## config.mk

```make
export PLATFORM = sky130hd
export DESIGN_NAME = regfile_param_scrub_flat
export DESIGN_NICKNAME = d
export VERILOG_FILES = /design/src/rtl/regfile_param_scrub_pkg.sv /design/src/rtl/regfile_param_scrub_if.sv /design/src/rtl/regfile_param_scrub_rd_port.sv /design/src/rtl/regfile_param_scrub.sv /design/src/flat_wrapper.sv
export SDC_FILE = /design/constraint.sdc
export NUM_CORES = 1
export LEC_CHECK = 0
export ABC_AREA = 1
export BUFFER_PORTS_ARGS = -buffer_cell sky130_fd_sc_hd__buf_2
export CAP_MARGIN = 30
export CORE_MARGIN = 3
export CORE_UTILIZATION = 30
export DETAILED_ROUTE_END_ITERATION = 8
export PLACE_DENSITY = 0.54
export SYNTH_ARGS = -nofsm -noshare
export SYNTH_HDL_FRONTEND = slang
export SYNTH_SLANG_ARGS = --single-unit
```

## constraint.sdc

```tcl
create_clock -name clk -period 2.2 [get_ports clk]
set_input_delay 0 -clock clk [delete_from_list [all_inputs] [get_ports clk]]
set_output_delay 0 -clock clk [all_outputs]
set_load 0.05 [all_outputs]
```

## src/rtl/regfile_param_scrub_pkg.sv

```systemverilog
// Shared types and helpers for the parametrised register file.
// Holds the clear-engine state encoding and the address-width function.
package regfile_pkg;

    typedef enum logic {
        RF_IDLE  = 1'b0,
        RF_CLEAR = 1'b1
    } rf_state_t;

    // Address width for a given depth, never narrower than one bit.
    function automatic int clog2(input int n);
        int r;
        r = 0;
        for (int i = 0; i < 31; i++) begin
            if ((1 << i) < n) begin
                r = i + 1;
            end
        end
        return (r < 1) ? 1 : r;
    endfunction

endpackage

```

## src/rtl/regfile_param_scrub_if.sv

```systemverilog
// Write/read/clear bundle of the register file; slave = file side, master = requester.
// Widths follow WIDTH and DEPTH so both ends agree on address size.
interface regfile_param_scrub_if #(
    parameter int WIDTH = 16,
    parameter int DEPTH = 8
);
    localparam int ADDR_W = regfile_pkg::clog2(DEPTH);

    logic              clr_req;
    logic              busy;
    logic              wr_en;
    logic [ADDR_W-1:0] wr_addr;
    logic [WIDTH-1:0]  wr_data;
    logic              wr_ack;
    logic              rd_en_a;
    logic [ADDR_W-1:0] rd_addr_a;
    logic [WIDTH-1:0]  rd_data_a;
    logic              rd_valid_a;
    logic              rd_en_b;
    logic [ADDR_W-1:0] rd_addr_b;
    logic [WIDTH-1:0]  rd_data_b;
    logic              rd_valid_b;
    logic              addr_err;

    modport slave (
        input  clr_req, wr_en, wr_addr, wr_data,
        input  rd_en_a, rd_addr_a, rd_en_b, rd_addr_b,
        output busy, wr_ack, rd_data_a, rd_valid_a, rd_data_b, rd_valid_b, addr_err
    );

    modport master (
        output clr_req, wr_en, wr_addr, wr_data,
        output rd_en_a, rd_addr_a, rd_en_b, rd_addr_b,
        input  busy, wr_ack, rd_data_a, rd_valid_a, rd_data_b, rd_valid_b, addr_err
    );

endinterface

```

## src/rtl/regfile_param_scrub_rd_port.sv

```systemverilog
// One registered read port: range check, hardwired zero, write bypass, valid flop.
// One-cycle latency; requests while busy are dropped and the data register holds.
module regfile_rd_port
    import regfile_pkg::*;
#(
    parameter int WIDTH    = 16,
    parameter int DEPTH    = 8,
    parameter int ZERO_REG = 0,
    parameter int BYPASS   = 1,
    localparam int ADDR_W  = clog2(DEPTH)
) (
    input  logic              clk_i,
    input  logic              reset_i,
    input  logic              busy_i,
    input  logic              rd_en_i,
    input  logic [ADDR_W-1:0] rd_addr_i,
    input  logic [WIDTH-1:0]  ent_data_i,
    input  logic              wr_ack_i,
    input  logic [ADDR_W-1:0] wr_addr_i,
    input  logic [WIDTH-1:0]  wr_data_i,
    output logic [WIDTH-1:0]  rd_data_o,
    output logic              rd_valid_o,
    output logic              err_o
);
    localparam logic [ADDR_W:0] DEPTH_C = (ADDR_W + 1)'(DEPTH);

    logic             in_range;
    logic             take;
    logic [WIDTH-1:0] sel_data;
    logic [WIDTH-1:0] rd_data_q, rd_data_d;
    logic             rd_valid_q, rd_valid_d;

    assign in_range = ({1'b0, rd_addr_i} < DEPTH_C);
    assign take     = rd_en_i & ~busy_i;
    assign err_o    = take & ~in_range;

    always_comb begin
        sel_data = ent_data_i;
        if (!in_range) begin
            sel_data = '0;
        end else if ((ZERO_REG != 0) && (rd_addr_i == '0)) begin
            sel_data = '0;
        end else if ((BYPASS != 0) && wr_ack_i && (wr_addr_i == rd_addr_i)) begin
            sel_data = wr_data_i;
        end
    end

    always_comb begin
        rd_valid_d = take;
        rd_data_d  = take ? sel_data : rd_data_q;
    end

    always_ff @(posedge clk_i) begin
        if (reset_i) begin
            rd_data_q  <= '0;
            rd_valid_q <= 1'b0;
        end else begin
            rd_data_q  <= rd_data_d;
            rd_valid_q <= rd_valid_d;
        end
    end

    assign rd_data_o  = rd_data_q;
    assign rd_valid_o = rd_valid_q;

endmodule

```

## src/rtl/regfile_param_scrub.sv

```systemverilog
// 2R/1W register file with a one-entry-per-cycle clear engine after reset or clr_req.
// Reads register in one cycle; all traffic is refused while the clear engine is busy.
module regfile_param_scrub
    import regfile_pkg::*;
#(
    parameter int WIDTH    = 16,
    parameter int DEPTH    = 8,
    parameter int ZERO_REG = 0,
    parameter int BYPASS   = 1
) (
    input logic                  clk,
    input logic                  reset,
    regfile_param_scrub_if.slave rf
);
    localparam int              ADDR_W   = clog2(DEPTH);
    localparam logic [ADDR_W:0] DEPTH_C  = (ADDR_W + 1)'(DEPTH);
    localparam logic [ADDR_W-1:0] LAST_IDX = ADDR_W'(DEPTH - 1);

    rf_state_t         state_q, state_d;
    logic [ADDR_W-1:0] idx_q, idx_d;
    logic              clr_we;
    logic              busy;
    logic              addr_err_q, addr_err_d;
    logic [WIDTH-1:0]  mem_q [DEPTH];

    logic              wr_in_range;
    logic              wr_ack;
    logic              wr_we;
    logic [WIDTH-1:0]  ent_a, ent_b;
    logic              err_a, err_b;

    assign busy        = (state_q == RF_CLEAR);
    assign wr_in_range = ({1'b0, rf.wr_addr} < DEPTH_C);
    assign wr_ack      = rf.wr_en & ~busy & wr_in_range;
    // Entry 0 acks writes but never stores them when hardwired to zero.
    assign wr_we       = wr_ack & ~((ZERO_REG != 0) && (rf.wr_addr == '0));

    always_comb begin
        state_d = state_q;
        idx_d   = idx_q;
        clr_we  = 1'b0;
        case (state_q)
            RF_IDLE: begin
                if (rf.clr_req) begin
                    state_d = RF_CLEAR;
                    idx_d   = '0;
                end
            end
            RF_CLEAR: begin
                clr_we = 1'b1;
                if (rf.clr_req) begin
                    idx_d = '0;
                end else if (idx_q == LAST_IDX) begin
                    state_d = RF_IDLE;
                    idx_d   = '0;
                end else begin
                    idx_d = idx_q + ADDR_W'(1);
                end
            end
            default: begin
                state_d = RF_CLEAR;
                idx_d   = '0;
            end
        endcase
    end

    always_ff @(posedge clk) begin
        if (reset) begin
            state_q <= RF_CLEAR;
            idx_q   <= '0;
        end else begin
            state_q <= state_d;
            idx_q   <= idx_d;
        end
    end

    // Storage is not reset directly; the clear engine zeroes it after reset.
    always_ff @(posedge clk) begin
        if (!reset) begin
            if (clr_we) begin
                mem_q[idx_q] <= '0;
            end else if (wr_we) begin
                mem_q[rf.wr_addr] <= rf.wr_data;
            end
        end
    end

    always_comb begin
        addr_err_d = addr_err_q;
        if (rf.clr_req) begin
            addr_err_d = 1'b0;
        end else if (err_a | err_b | (rf.wr_en & ~busy & ~wr_in_range)) begin
            addr_err_d = 1'b1;
        end
    end

    always_ff @(posedge clk) begin
        if (reset) begin
            addr_err_q <= 1'b0;
        end else begin
            addr_err_q <= addr_err_d;
        end
    end

    assign ent_a = ({1'b0, rf.rd_addr_a} < DEPTH_C) ? mem_q[rf.rd_addr_a] : '0;
    assign ent_b = ({1'b0, rf.rd_addr_b} < DEPTH_C) ? mem_q[rf.rd_addr_b] : '0;

    regfile_rd_port #(
        .WIDTH    (WIDTH),
        .DEPTH    (DEPTH),
        .ZERO_REG (ZERO_REG),
        .BYPASS   (BYPASS)
    ) u_rd_a (
        .clk_i      (clk),
        .reset_i    (reset),
        .busy_i     (busy),
        .rd_en_i    (rf.rd_en_a),
        .rd_addr_i  (rf.rd_addr_a),
        .ent_data_i (ent_a),
        .wr_ack_i   (wr_ack),
        .wr_addr_i  (rf.wr_addr),
        .wr_data_i  (rf.wr_data),
        .rd_data_o  (rf.rd_data_a),
        .rd_valid_o (rf.rd_valid_a),
        .err_o      (err_a)
    );

    regfile_rd_port #(
        .WIDTH    (WIDTH),
        .DEPTH    (DEPTH),
        .ZERO_REG (ZERO_REG),
        .BYPASS   (BYPASS)
    ) u_rd_b (
        .clk_i      (clk),
        .reset_i    (reset),
        .busy_i     (busy),
        .rd_en_i    (rf.rd_en_b),
        .rd_addr_i  (rf.rd_addr_b),
        .ent_data_i (ent_b),
        .wr_ack_i   (wr_ack),
        .wr_addr_i  (rf.wr_addr),
        .wr_data_i  (rf.wr_data),
        .rd_data_o  (rf.rd_data_b),
        .rd_valid_o (rf.rd_valid_b),
        .err_o      (err_b)
    );

    assign rf.busy     = busy;
    assign rf.wr_ack   = wr_ack;
    assign rf.addr_err = addr_err_q;

endmodule

```

## src/flat_wrapper.sv

```systemverilog
// flat-port wrapper written by rule: the top's interface ports become plain ports
module regfile_param_scrub_flat import regfile_pkg::*;
#(
    parameter int WIDTH    = 16,
    parameter int DEPTH    = 8,
    parameter int ZERO_REG = 0,
    parameter int BYPASS   = 1
)
  (clk, reset, rf_clr_req, rf_wr_en, rf_wr_addr, rf_wr_data, rf_rd_en_a, rf_rd_addr_a, rf_rd_en_b, rf_rd_addr_b, rf_busy, rf_wr_ack, rf_rd_data_a, rf_rd_valid_a, rf_rd_data_b, rf_rd_valid_b, rf_addr_err);
  regfile_param_scrub_if #(.WIDTH(WIDTH), .DEPTH(DEPTH)) rf_i ();
  input logic clk;
  input logic reset;
  input wire logic [$bits(rf_i.clr_req)-1:0] rf_clr_req;
  input wire logic [$bits(rf_i.wr_en)-1:0] rf_wr_en;
  input wire logic [$bits(rf_i.wr_addr)-1:0] rf_wr_addr;
  input wire logic [$bits(rf_i.wr_data)-1:0] rf_wr_data;
  input wire logic [$bits(rf_i.rd_en_a)-1:0] rf_rd_en_a;
  input wire logic [$bits(rf_i.rd_addr_a)-1:0] rf_rd_addr_a;
  input wire logic [$bits(rf_i.rd_en_b)-1:0] rf_rd_en_b;
  input wire logic [$bits(rf_i.rd_addr_b)-1:0] rf_rd_addr_b;
  output wire logic [$bits(rf_i.busy)-1:0] rf_busy;
  output wire logic [$bits(rf_i.wr_ack)-1:0] rf_wr_ack;
  output wire logic [$bits(rf_i.rd_data_a)-1:0] rf_rd_data_a;
  output wire logic [$bits(rf_i.rd_valid_a)-1:0] rf_rd_valid_a;
  output wire logic [$bits(rf_i.rd_data_b)-1:0] rf_rd_data_b;
  output wire logic [$bits(rf_i.rd_valid_b)-1:0] rf_rd_valid_b;
  output wire logic [$bits(rf_i.addr_err)-1:0] rf_addr_err;
  assign rf_i.clr_req = rf_clr_req;
  assign rf_i.wr_en = rf_wr_en;
  assign rf_i.wr_addr = rf_wr_addr;
  assign rf_i.wr_data = rf_wr_data;
  assign rf_i.rd_en_a = rf_rd_en_a;
  assign rf_i.rd_addr_a = rf_rd_addr_a;
  assign rf_i.rd_en_b = rf_rd_en_b;
  assign rf_i.rd_addr_b = rf_rd_addr_b;
  assign rf_busy = rf_i.busy;
  assign rf_wr_ack = rf_i.wr_ack;
  assign rf_rd_data_a = rf_i.rd_data_a;
  assign rf_rd_valid_a = rf_i.rd_valid_a;
  assign rf_rd_data_b = rf_i.rd_data_b;
  assign rf_rd_valid_b = rf_i.rd_valid_b;
  assign rf_addr_err = rf_i.addr_err;
  regfile_param_scrub #(.WIDTH(WIDTH), .DEPTH(DEPTH), .ZERO_REG(ZERO_REG), .BYPASS(BYPASS)) u_core (.clk(clk), .reset(reset), .rf(rf_i));
endmodule
```

======== Yosys cells after proc, flatten, opt, wreduce, memory -nomap -nowiden ========
Memory sizes are Yosys's and may differ from the RTL's. A register that Yosys moved wholly into a read port is not among the register bits.
Cells that the tools add are included.
word-level totals
  flip-flop bits (word level) ............. 6
  RAM bits ................................ 128
  input bits .............................. 31
  output and inout port bits .............. 37
  word-level logic and storage cells ...... 32
  memories ................................ 1
memories
  name          depth  bits a word  rd ports  clocked after memory_dff  wr ports  line                       source
  u_core.mem_q  8      16           2         2                         1         regfile_param_scrub.sv:24  logic [WIDTH-1:0] mem_q [DEPTH];
cells by class
  $add $sub $neg .......................... 1
  eq/ne operators ......................... 2
  multiplexer cells ....................... 19
  bitwise operators ....................... 4
  reductions and logical operators ........ 1
operators by type and width
  operator                                                        count
  16-bit two-way mux                                              1
  16-bit OR reduction                                             1
  1-bit two-way mux                                               12
  3-bit two-way mux                                               4
  3-bit case mux with 2 select lines                              1
  3-bit by 1-bit adder with 3-bit output (second input constant)  1
  1-bit AND                                                       3
  3-bit equality test (second input constant)                     1
  2-bit != test (second input constant)                           1
  1-bit case mux with 2 select lines                              1
  1-bit inverter                                                  1

======== Logic depth before layout (Yosys ltp) ========
  depth after elaboration ................. 8
  gate-level depth with buffers ........... 13
  gate-level depth less buffers ........... 11

======== Modules after synthesis ========
A second synthesis with hierarchy kept.
second synthesis, totals
  cells, all modules ...................... 1266
  area total of the unflattened synthesis .. 9311.4 um^2
modules (own cells, without submodules)
  module               instances  cells an instance  area each (um^2)
  regfile_param_scrub  1          948                7299.5
  regfile_rd_port      2          159                1006.0

======== Least setup slack after synthesis ========
OpenSTA, ideal clock, no wires.
  path kind ............................... reg-to-reg
  start point ............................. register u_core.state_q, in the netlist u_core.rf.busy
  end point ............................... memory u_core.mem_q[2][0], enable pin
  library setup time ...................... 0.388 ns
  arrival time ............................ 2.017 ns
  path slack .............................. -0.206 ns
  stages on the path, launching flop included .. 5
  buffers on the path ..................... 0
  clock period less this slack ............ 2.406 ns
  cell sequence ........................... dfxtp_1 inv_2 a21oi_2 nand3_1 nor2_1
between the ends
  longest elaborated chain between the ends .. 8
ends and longest elaborated chain
  element                                                                  line                       source
  from (decl)                                                              regfile_param_scrub.sv:19  rf_state_t state_q, state_d;
  from (signal assigned)                                                   regfile_param_scrub.sv:72  state_q <= state_d;
  1-bit inverter                                                           n/a
  1-bit AND                                                                regfile_param_scrub.sv:34  assign wr_ack = rf.wr_en & ~busy & wr_in_range;
  1-bit two-way mux                                                        regfile_param_scrub.sv:82  end else if (wr_we) begin
  1-bit two-way mux                                                        regfile_param_scrub.sv:80  if (clr_we) begin
  1-bit two-way mux                                                        regfile_param_scrub.sv:79  if (!reset) begin
  1-bit two-way mux (not written as such)                                  regfile_param_scrub.sv:83  mem_q[rf.wr_addr] <= rf.wr_data;
  16-bit OR reduction (no line)                                            n/a
  3-bit two-way mux (no line) / 1-bit two-way mux (equally long branches)  n/a
  to (decl)                                                                regfile_param_scrub.sv:24
Parallel ways exist; a longest one is shown, timed or not.

======== Worst setup path after layout ========
  start point ............................. register u_core.state_q, in the netlist u_core.rf.busy
  end point ............................... memory u_core.mem_q[4][13], enable pin
The elaborated chain is that of the path after synthesis.

==> reports/results.ini <==
[drt]
drt.antenna.violating_nets=0
total_routed_length_mm=24.3
initial_drt_markers=694
drcViolationCount=0
num_vias=7200
average_vias_per_placed_instance=4.90
firstDrtPassIters=5
wl_per_cell_um=16.5

[global_routing]
grt_antenna_before_repair=0
grt_first_pass_wirelength_mm=38.1
grt_pass1_vias=6676
global_route.overflow_total=0
gr-usage-all-layers_pct=16.1
grt_max_degree=66

[logic_synthesis]
post_synth_fa_ha_maj_area_fraction_pct=0.299
yosys.area_share.xor_xnor_pct=0
distinct_cells_synth=26
yosysWarnings=0
netlist_instances=1025
synth-async-reset-ratio_pct=0
synth_top_flop_cell=edfxtp_1
synth_edf_count=128
yosysMostFrequentCell=nand2_1
yosysTopAreaCell=edfxtp_1
share_of_the_yosys_chip_area_belonging_to_registers_pct=55.1
synth_area_um2=8360
synth-simple-area-share_pct=36.0
synthTopCellsByCount=nand2_1 (390), nand3_1 (269), edfxtp_1 (128), inv_1 (62), dfxtp_1 (38)
muxShareOfSynthArea_pct=0
synth_fp_nets=1058
synthesis.area_per_instance_um2=8.16
yosysTopAreaCellShare_pct=46.0
synth_top_family_by_area=simple AND/OR/NAND/NOR gates
synth_compound_area_share_pct=2.29
synthTopCellsByArea=edfxtp_1 (46%), nand2_1 (18%), nand3_1 (16%)
yosys_register_bits=166

[critical_path]
crit_slowest_cell=dfxtp_1
crit_path_start=u_core.rf.busy
crit_fanout=10
timing.critical_path.to=u_core.mem_q[4][13]
regToRegStartpoint=u_core.rf.busy
worst_path_dominant_cell_family=simple AND/OR/NAND/NOR gates
flop2flop_setup_slack_ns=0.31
setup.worst_path.start_class=register
crit_type=register to register
cp_cell_sequence=inv_2, a21oi_2, nand3_1, nor2_1, buf_4
worst-path-buf-inv=2
cp.depth=5
slowest_delay_ns=0.45
r2r_cells=5
worst-endpoint-arrival_ns=2.01
endpoint_kind=register
critPathRequiredTime_ns=2.32
worst_r2r_endpoint=u_core.mem_q[4][13]

[sta]
final-setup-viol-count=0
final-hold-violation-count=0
timing.clock.skew_ns=0.0119
report.final.slew_viol_count=0
tightestPinTransition_ns=0.543
max_clock_freq_ghz=0.529
post-route-min-period_ns=1.89
timing.final.ws_setup_ns=0.310
grt_setup_unrepaired=no
relSlewSlack_pct=63.7
finalCritPeriodShare_pct=85.9

[placed_design]
place.detailed.instances=1436
hpwlAfterDp_mm=16.5
gpl.final_weighted_congestion=0.798
port_buffers=66
dp_slack_ns=0.353

[clock_tree]
cts.hold.buffers_added=1
buffer_type_at_the_clock_tree_root=clkbuf_16
maximum_root_to_sink_buffer_count=2
clock_sinks=166
post-cts-setup-buffer-count=0
tritoncts_clock_tree=built
cts_buffers=17
htreeDepth=4
gates_resized_cts_repair=0
clk_pin_slew_ns=0.07
clkLatencyLatePin_ns=0.43

[min_path]
hp-class=input port to register

[finish]
stdcell_count=1469
n_antenna_cell=0
final_net_count=1117
layout.core_utilization_pct=36.0
synthToLayoutAreaGrowth_pct=17.2
post_route_cells_drive_above_1_share_pct=13.9

[floorplan]
fp.dieH_um=173
floorplan.core_area_um2=27200
io_pins=68
fp.dieW_um=173
rows=60
starting_density_of_the_core_pct=30.8
design.die.area_um2=29900

[run_status]
status=finished clean

[power_and_ir_drop]
leakage_nw=4.18
vdd_ir_drop_max_mv=0.354
power_density_nw_per_um2=701

[flow_run]
maxCapViolations=0

layout by cell type (no fill, tap or decap), types with 2 or more instances in the layout:
master,n
a21oi_1,34
buf_12,5
buf_2,66
buf_4,32
clkbuf_1,2
clkbuf_16,17
clkinv_1,2
clkinv_2,3
clkinv_4,2
clkinvlp_4,3
dfxtp_1,38
edfxtp_1,128
ha_1,2
inv_1,60
inv_2,4
inv_6,5
nand2_1,390
nand2_2,2
nand2_4,2
nand3_1,269
nand3b_1,3
nand4_1,2
nor2_1,11
nor2_2,3
nor2_4,5
tightest hold or removal path, stage by stage:
cell     delay [ns]
buf_2          0.07
nand2_1        0.06
buf_4          0.19
nor2_1         0.09
final cells by class:
cell class,instances,area [um2]
Clock inverter,13,124
Sequential cell,166,4600
Timing Repair Buffer,104,681
Fill cell,2813,17400
Tap cell,372,465
Clock buffer,19,433
Multi-Input combinational cell,728,3230
Inverter,67,253
layer usage:
metal  share of wire, %  up-vias  track usage (%)
met2                 47      275             26.3
met4                1.7        0             4.80
met3                6.1       32             2.53
met5                  0        -                0
li1                   -     3528                -
met1                 45     3365             22.2
cells by family (layout without fill, tap and decap cells):
| family | Yosys count | after routing |
|---|---|---|
| compound gates | 37 | 37 |
| buf+inv | 131 | 203 |
| flops | 166 | 166 |
| simple gates | 688 | 688 |
| fa+ha+maj | 2 | 2 |
| other cells | 1 | 1 |
power by group:
| part | switching (mW) | internal [mW] |
|---|---|---|
| sequential | 0.0156 | 3.37 |
| clock | 1.24 | 1.57 |
| combinational | 0.462 | 0.209 |
worst min-delay path by stage:
stage,endpoint,cells past startpoint,startpoint
2_1_floorplan,u_core.rf.busy,2,rf_clr_req
3_3_place_gp,u_core.rf.busy,3,rf_clr_req
3_5_place_dp,u_core.rf.busy,3,rf_clr_req
4_1_cts,u_core.u_rd_a.rd_data_o[9],5,rf_wr_data[9]
5_1_grt,u_core.u_rd_b.rd_valid_o,4,rf_rd_en_b
6_report,u_core.u_rd_b.rd_valid_o,4,rf_rd_en_b
per-stage QoR:
step / hold slack (ns) / power, mW / instance area [um2] / setup TNS [ns]
5_1_grt: 0.0313 / 7.16 / 9790 / 0
2_1_floorplan: 0.113 / 3.88 / 8360 / -26.32
4_1_cts: 0.0144 / 6.93 / 9790 / 0
3_3_place_gp: 0.214 / 4.11 / 9230 / 0
6_report: 0.0334 / 6.87 / 9790 / 0
3_5_place_dp: 0.222 / 4.11 / 9230 / 0
sequential cells by signal, summed over array words and instances, names as in the netlist:
signal	cells
u_core.mem_q	128
u_core.u_rd_a.rd_data_o	16
u_core.u_rd_b.rd_data_o	16
u_core.idx_q	3
u_core.rf.busy	1
u_core.u_rd_a.rd_valid_o	1
u_core.u_rd_b.rd_valid_o	1
Power figures use the tool's default switching activity.
